`src/rtl/inst_encode_fifo.sv`:
```
// Micro-op to RV32I instruction encoder feeding a DEPTH-entry valid/ready FIFO.
// Each entry holds the encoded word plus an encode-error bit.
// Optional macro INST_ENC_RANGE_CHECK_EN: also flag immediates that the target
// format cannot represent (the truncated word is still pushed).
module inst_encode_fifo #(
  parameter int unsigned DEPTH = 4
) (
  input  logic                         clk,
  input  logic                         rst_n,
  input  logic                         flush,
  input  logic                         in_valid,
  output logic                         in_ready,
  input  logic [5:0]                   in_op_type,
  input  logic [4:0]                   in_rd,
  input  logic [4:0]                   in_rs1,
  input  logic [4:0]                   in_rs2,
  input  logic [31:0]                  in_imm,
  output logic                         out_valid,
  input  logic                         out_ready,
  output logic [31:0]                  out_inst,
  output logic                         out_err,
  output logic [$clog2(DEPTH+1)-1:0]   count
);

  localparam int unsigned PW = (DEPTH > 1) ? $clog2(DEPTH) : 1;
  localparam int unsigned CW = $clog2(DEPTH + 1);
  localparam logic [31:0] NOP_INST = 32'h0000_0013;

`ifdef INST_ENC_RANGE_CHECK_EN
  localparam bit RANGE_CHECK = 1'b1;
`else
  localparam bit RANGE_CHECK = 1'b0;
`endif

  // Micro-op codes shared with the decoder
  localparam logic [5:0] OP_NOP  = 6'd0,  OP_LUI  = 6'd1,  OP_AUIPC = 6'd2,  OP_JAL  = 6'd3;
  localparam logic [5:0] OP_JALR = 6'd4,  OP_BEQ  = 6'd5,  OP_BNE   = 6'd6,  OP_BLT  = 6'd7;
  localparam logic [5:0] OP_BGE  = 6'd8,  OP_BLTU = 6'd9,  OP_BGEU  = 6'd10, OP_LB   = 6'd11;
  localparam logic [5:0] OP_LH   = 6'd12, OP_LW   = 6'd13, OP_LBU   = 6'd14, OP_LHU  = 6'd15;
  localparam logic [5:0] OP_SB   = 6'd16, OP_SH   = 6'd17, OP_SW    = 6'd18, OP_ADDI = 6'd19;
  localparam logic [5:0] OP_SLTI = 6'd20, OP_SLTIU = 6'd21, OP_XORI = 6'd22, OP_ORI  = 6'd23;
  localparam logic [5:0] OP_ANDI = 6'd24, OP_SLLI = 6'd25, OP_SRLI  = 6'd26, OP_SRAI = 6'd27;
  localparam logic [5:0] OP_ADD  = 6'd28, OP_SUB  = 6'd29, OP_SLL   = 6'd30, OP_SLT  = 6'd31;
  localparam logic [5:0] OP_SLTU = 6'd32, OP_XOR  = 6'd33, OP_SRL   = 6'd34, OP_SRA  = 6'd35;
  localparam logic [5:0] OP_OR   = 6'd36, OP_AND  = 6'd37;

  // Instruction formats
  localparam logic [2:0] FMT_NONE = 3'd0, FMT_U = 3'd1, FMT_J = 3'd2, FMT_I = 3'd3;
  localparam logic [2:0] FMT_SH   = 3'd4, FMT_R = 3'd5, FMT_S = 3'd6, FMT_B = 3'd7;

  logic [2:0]  fmt;
  logic [6:0]  opc;
  logic [2:0]  f3;
  logic [6:0]  f7;
  logic        unknown;
  logic [31:0] enc_inst;
  logic        enc_err;
  logic        i_bad, b_bad, j_bad, u_bad, sh_bad;

  // Classify the micro-op: format, major opcode and function fields
  always_comb begin
    fmt     = FMT_NONE;
    opc     = 7'b0010011;
    f3      = 3'b000;
    f7      = 7'b0000000;
    unknown = 1'b0;
    case (in_op_type)
      OP_NOP:   fmt = FMT_NONE;
      OP_LUI:   begin fmt = FMT_U; opc = 7'b0110111; end
      OP_AUIPC: begin fmt = FMT_U; opc = 7'b0010111; end
      OP_JAL:   begin fmt = FMT_J; opc = 7'b1101111; end
      OP_JALR:  begin fmt = FMT_I; opc = 7'b1100111; end
      OP_BEQ:   begin fmt = FMT_B; opc = 7'b1100011; f3 = 3'b000; end
      OP_BNE:   begin fmt = FMT_B; opc = 7'b1100011; f3 = 3'b001; end
      OP_BLT:   begin fmt = FMT_B; opc = 7'b1100011; f3 = 3'b100; end
      OP_BGE:   begin fmt = FMT_B; opc = 7'b1100011; f3 = 3'b101; end
      OP_BLTU:  begin fmt = FMT_B; opc = 7'b1100011; f3 = 3'b110; end
      OP_BGEU:  begin fmt = FMT_B; opc = 7'b1100011; f3 = 3'b111; end
      OP_LB:    begin fmt = FMT_I; opc = 7'b0000011; f3 = 3'b000; end
      OP_LH:    begin fmt = FMT_I; opc = 7'b0000011; f3 = 3'b001; end
      OP_LW:    begin fmt = FMT_I; opc = 7'b0000011; f3 = 3'b010; end
      OP_LBU:   begin fmt = FMT_I; opc = 7'b0000011; f3 = 3'b100; end
      OP_LHU:   begin fmt = FMT_I; opc = 7'b0000011; f3 = 3'b101; end
      OP_SB:    begin fmt = FMT_S; opc = 7'b0100011; f3 = 3'b000; end
      OP_SH:    begin fmt = FMT_S; opc = 7'b0100011; f3 = 3'b001; end
      OP_SW:    begin fmt = FMT_S; opc = 7'b0100011; f3 = 3'b010; end
      OP_ADDI:  begin fmt = FMT_I; f3 = 3'b000; end
      OP_SLTI:  begin fmt = FMT_I; f3 = 3'b010; end
      OP_SLTIU: begin fmt = FMT_I; f3 = 3'b011; end
      OP_XORI:  begin fmt = FMT_I; f3 = 3'b100; end
      OP_ORI:   begin fmt = FMT_I; f3 = 3'b110; end
      OP_ANDI:  begin fmt = FMT_I; f3 = 3'b111; end
      OP_SLLI:  begin fmt = FMT_SH; f3 = 3'b001; end
      OP_SRLI:  begin fmt = FMT_SH; f3 = 3'b101; end
      OP_SRAI:  begin fmt = FMT_SH; f3 = 3'b101; f7 = 7'b0100000; end
      OP_ADD:   begin fmt = FMT_R; opc = 7'b0110011; f3 = 3'b000; end
      OP_SUB:   begin fmt = FMT_R; opc = 7'b0110011; f3 = 3'b000; f7 = 7'b0100000; end
      OP_SLL:   begin fmt = FMT_R; opc = 7'b0110011; f3 = 3'b001; end
      OP_SLT:   begin fmt = FMT_R; opc = 7'b0110011; f3 = 3'b010; end
      OP_SLTU:  begin fmt = FMT_R; opc = 7'b0110011; f3 = 3'b011; end
      OP_XOR:   begin fmt = FMT_R; opc = 7'b0110011; f3 = 3'b100; end
      OP_SRL:   begin fmt = FMT_R; opc = 7'b0110011; f3 = 3'b101; end
      OP_SRA:   begin fmt = FMT_R; opc = 7'b0110011; f3 = 3'b101; f7 = 7'b0100000; end
      OP_OR:    begin fmt = FMT_R; opc = 7'b0110011; f3 = 3'b110; end
      OP_AND:   begin fmt = FMT_R; opc = 7'b0110011; f3 = 3'b111; end
      default:  unknown = 1'b1;
    endcase
  end

  // Immediate representability for each format (upper bits must be a sign extension)
  assign i_bad  = !((&in_imm[31:11]) || !(|in_imm[31:11]));
  assign b_bad  = !((&in_imm[31:12]) || !(|in_imm[31:12])) || in_imm[0];
  assign j_bad  = !((&in_imm[31:20]) || !(|in_imm[31:20])) || in_imm[0];
  assign u_bad  = |in_imm[11:0];
  assign sh_bad = (in_imm[11:5] != f7);

  // Pack fields into the instruction word and derive the error bit
  always_comb begin
    enc_inst = NOP_INST;
    enc_err  = unknown;
    case (fmt)
      FMT_U: begin
        enc_inst = {in_imm[31:12], in_rd, opc};
        enc_err  = RANGE_CHECK && u_bad;
      end
      FMT_J: begin
        enc_inst = {in_imm[20], in_imm[10:1], in_imm[11], in_imm[19:12], in_rd, opc};
        enc_err  = RANGE_CHECK && j_bad;
      end
      FMT_I: begin
        enc_inst = {in_imm[11:0], in_rs1, f3, in_rd, opc};
        enc_err  = RANGE_CHECK && i_bad;
      end
      FMT_SH: begin
        enc_inst = {f7, in_imm[4:0], in_rs1, f3, in_rd, opc};
        enc_err  = RANGE_CHECK && sh_bad;
      end
      FMT_R: enc_inst = {f7, in_rs2, in_rs1, f3, in_rd, opc};
      FMT_S: begin
        enc_inst = {in_imm[11:5], in_rs2, in_rs1, f3, in_imm[4:0], opc};
        enc_err  = RANGE_CHECK && i_bad;
      end
      FMT_B: begin
        enc_inst = {in_imm[12], in_imm[10:5], in_rs2, in_rs1, f3, in_imm[4:1], in_imm[11], opc};
        enc_err  = RANGE_CHECK && b_bad;
      end
      default: ;
    endcase
  end

  // FIFO storage and control
  logic [32:0]   mem [DEPTH];
  logic [PW-1:0] wr_ptr, rd_ptr;
  logic          push, pop;

  assign in_ready  = (count != CW'(DEPTH));
  assign out_valid = (count != '0);
  assign push      = in_valid && in_ready;
  assign pop       = out_valid && out_ready;
  assign out_inst  = out_valid ? mem[rd_ptr][31:0] : NOP_INST;
  assign out_err   = out_valid && mem[rd_ptr][32];

  // Pointer and occupancy update; flush beats push and pop
  always_ff @(posedge clk or negedge rst_n) begin
    if (!rst_n) begin
      wr_ptr <= '0;
      rd_ptr <= '0;
      count  <= '0;
    end else if (flush) begin
      wr_ptr <= '0;
      rd_ptr <= '0;
      count  <= '0;
    end else begin
      if (push) wr_ptr <= wr_ptr + 1'b1;
      if (pop)  rd_ptr <= rd_ptr + 1'b1;
      case ({push, pop})
        2'b10:   count <= count + 1'b1;
        2'b01:   count <= count - 1'b1;
        default: ;
      endcase
    end
  end

  // Entry write; contents only matter while counted as occupied
  always_ff @(posedge clk) begin
    if (push && !flush) mem[wr_ptr] <= {enc_err, enc_inst};
  end

endmodule

```
`config.mk`:
```
export PLATFORM = sky130hd
export DESIGN_NAME = inst_encode_fifo
export DESIGN_NICKNAME = d
export VERILOG_FILES = /design/src/rtl/inst_encode_fifo.sv
export SDC_FILE = /design/constraint.sdc
export NUM_CORES = 1
export LEC_CHECK = 0
export CORE_AREA = 2 2 123 125
export DETAILED_ROUTE_END_ITERATION = 7
export DIE_AREA = 0 0 125 127
export DONT_BUFFER_PORTS = 1
export PLACE_DENSITY = 0.59
export SLEW_MARGIN = 20
export SYNTH_ARGS = -nofsm -noshare
export SYNTH_HDL_FRONTEND = slang
export SYNTH_SLANG_ARGS = --single-unit
export TNS_END_PERCENT = 50
```
`constraint.sdc`:
```
create_clock -name clk -period 2.3 [get_ports clk]
set_input_delay 0.575 -clock clk [delete_from_list [all_inputs] [get_ports clk]]
set_output_delay 0.575 -clock clk [all_outputs]
set_load 0.1 [all_outputs]
```
==> results_dict.tcl <==
set metrics [dict create \
    cp.required_ns 1.73 \
    finalCriticalPeriod_ns 2.517 \
    port_buffers 0 \
    dpl_cell_area_mm2 0.007232 \
    syn_inst 449 \
    antenna_cells 0 \
    layout-drive-gt1-share 0.3232 \
    path_max_fanout 7 \
    avgSynthCellArea_um2 14.24 \
    ys_ff_latch 131 \
    grtUsageTotal 0.1817 \
    fin_nets 545 \
    cts_sinks 131 \
    die_w_um 125 \
    worstSetupPathType "reg2out" \
    post-synth-top-area-fraction 0.5823 \
    root_buffer "clkbuf_16" \
    synth-seq-area-share 0.6097 \
    rsz0062_at_grt "yes" \
    wl_mm 14.55 \
    synth_edf_count 124 \
    drv_slew 0 \
    syn_area_mm2 0.006395 \
    num_vias 4027 \
    synth.area.top_cells "edfxtp_1 58%, mux4_2 11%, and2_1 3.5%" \
    ys.warnings.count 0 \
    hold_viol 0 \
    dp.cells 643 \
    drtIter0Drc 322 \
    ant_nets 0 \
    synth.largest_area_cell "edfxtp_1" \
    final_cell_mix "124 x edfxtp_1, 34 x and2_4, 33 x buf_12" \
    grt_pass1_wl_mm 21.88 \
    grt_overflow 0 \
    min-delay-path-class "in2reg" \
    powerDensity_mw_per_mm2 1410 \
    leakagePower_nw 2.664 \
    synth-main-ff-cell "edfxtp_1" \
    grt_antenna_before_repair 0 \
    irDropWorstVdd_v 0.0006759 \
    first_global_vias 3965 \
    placementRows 44 \
    route.detailed.drc 0 \
    synth_cell_types 65 \
    wl_per_cell_um 21.43 \
    final_common_cell "edfxtp_1" \
    fin_hold_ws_ns 0.2178 \
    end_kind "output pin" \
    final_core_util 0.5477 \
    status "finished with violations" \
    dieArea_mm2 0.01588 \
    place_ws_ns 0.1274 \
    htree_levels 4 \
    dieHeight_um 127 \
    cts_buffers 17 \
    fmax_ghz 0.3974 \
    cp.arrival_ns 1.94 \
    clock_latency_ns 0.41 \
    cts_tree "done" \
    setup_viol 31 \
    grt_start_max_net_pins 40 \
    start_kind "register" \
    cts.clk_slew.worst_paths_ns 0.06 \
    relSlewSlack 0.5829 \
    ios 96 \
    tightestPinTransition_ns 0.6199 \
    cap_violations 0 \
    core_area_mm2 0.01442 \
    finalCritPeriodShare 1.094 \
    clock-skew-final_ns 0.009566 \
    cts_buffer_depth 2 \
    async_flop_share 0.05344 \
    layoutNonFillerInstCount 679 \
    violations "negative setup slack" \
    syn_to_final_growth_pct 23.54 \
    gp_congestion 0.9230 \
    via_per_inst 5.931 \
    dp_hpwl_mm 9.337 \
    layout.cell_area.non_filler_mm2 0.007900 \
    setup_ws_ns -0.2166 \
    initial_core_util 0.4434 \
    drt_pre_antenna_iters 5 \
]
where the power goes:
| group | total [mW] | switching, mW | internal [mW] | leakage, nW |
|---|---|---|---|---|
| Clock | 2.31 | 0.957 | 1.35 | 0.239 |
| Sequential | 2.91 | 0.0872 | 2.83 | 1.23 |
| Combinational | 5.91 | 3.70 | 2.21 | 1.20 |
| Total | 11.1 | 4.74 | 6.39 | 2.66 |
cell families after synthesis:
logic type / Yosys count / synth area share
AND/OR/NAND/NOR: 121 / 0.1057
XOR/XNOR: 8 / 0.01096
AO/OA/AOI/OAI: 94 / 0.1080
other: 1 / 0.0005864
buffers and inverters: 53 / 0.03678
multiplexers: 36 / 0.1174
adder cells (fa/ha/maj): 5 / 0.01096
flip-flops: 131 / 0.6097
worst max-delay path: stages (launching register included):
cell and delay, ns:
dfrtp_2 0.37, buf_12 0.14, buf_12 0.15, mux4_2 0.52
and2_4 0.19, buf_12 0.16
path summary, 6_finish.rpt:
path	startpoint	to	slack, ns	cells after the start
worst max-delay path	rd_ptr[0]$_DFFE_PN0P_	out_inst[24]	-0.22	5
worst min-delay path	flush	rd_ptr[0]$_DFFE_PN0P_	0.22	1
worst max register to register	count[0]$_DFFE_PN0P_	count[2]$_DFFE_PN0P_	0.14	5
worst min register to register	wr_ptr[1]$_DFFE_PN0P_	wr_ptr[1]$_DFFE_PN0P_	0.60	2
max in group asynchronous	rst_n	count[1]$_DFFE_PN0P_	1.50	1
min in group asynchronous	rst_n	wr_ptr[1]$_DFFE_PN0P_	0.51	1
repair_timing:
action                                 4_1_cts  5_1_grt
resized for setup                           17       10
hold buffers                                 1        0
cloned                                       0        2
setup endpoints to repair                   32       63
buffers inserted                             0        1
endpoints found under the hold margin        7        0
routing by layer:
layer / up-vias / track usage / part of all wire
li1: 1836 / - / -
met1: 2019 / 0.2284 / 0.42
met2: 144 / 0.3027 / 0.50
met3: 28 / 0.05360 / 0.062
met4: 0 / 0.06471 / 0.023
met5: - / 0 / 0
stage by stage:
step	total power, mW	setup TNS, ns
floorplan	6.850	-6.191
global placement	8.513	0
detailed placement	8.547	0
CTS	11.03	-6.569
global route	11.51	-7.538
finish	11.14	-5.696
cell type report:
class                      count  area (um^2)
fill                        1131         6524
sequential                   131         3904
multi-input combinational    266         2357
timing repair buffer          49        822.0
clock buffer                  17        425.4
tap                          184        230.2
clock inverter                15        92.59
inverter                      17        68.82
state kept, by name, summed over array words and instances (netlist names):
register	count
rd_ptr	2
mem	124
count	3
wr_ptr	2
cell usage after synthesis, types with 2 or more instances:
cell type and count:
a211oi_2 2, a21boi_0 2, a21oi_1 16, a221o_1 3, a22oi_1 5, a2bb2oi_1 2
a31o_2 3, a31oi_1 2, a32oi_1 13, and2_1 36, buf_1 6, buf_2 14
buf_4 3, clkbuf_1 12, dfrtp_1 7, edfxtp_1 124, ha_1 4, inv_1 17
mux2i_1 3, mux4_2 31, nand2_1 15, nand2b_1 3, nand3_1 14, nor2_1 19
nor2b_1 7, nor3_1 7, nor4_1 5, nor4bb_1 2, o211ai_1 6, o21ai_0 17
o221ai_1 2, o22ai_1 4, o311a_1 2, or2_2 2, or3b_1 2, or4_1 2
xnor2_1 6, xor2_1 2
No activity file was read; power rests on OpenSTA's default activity.
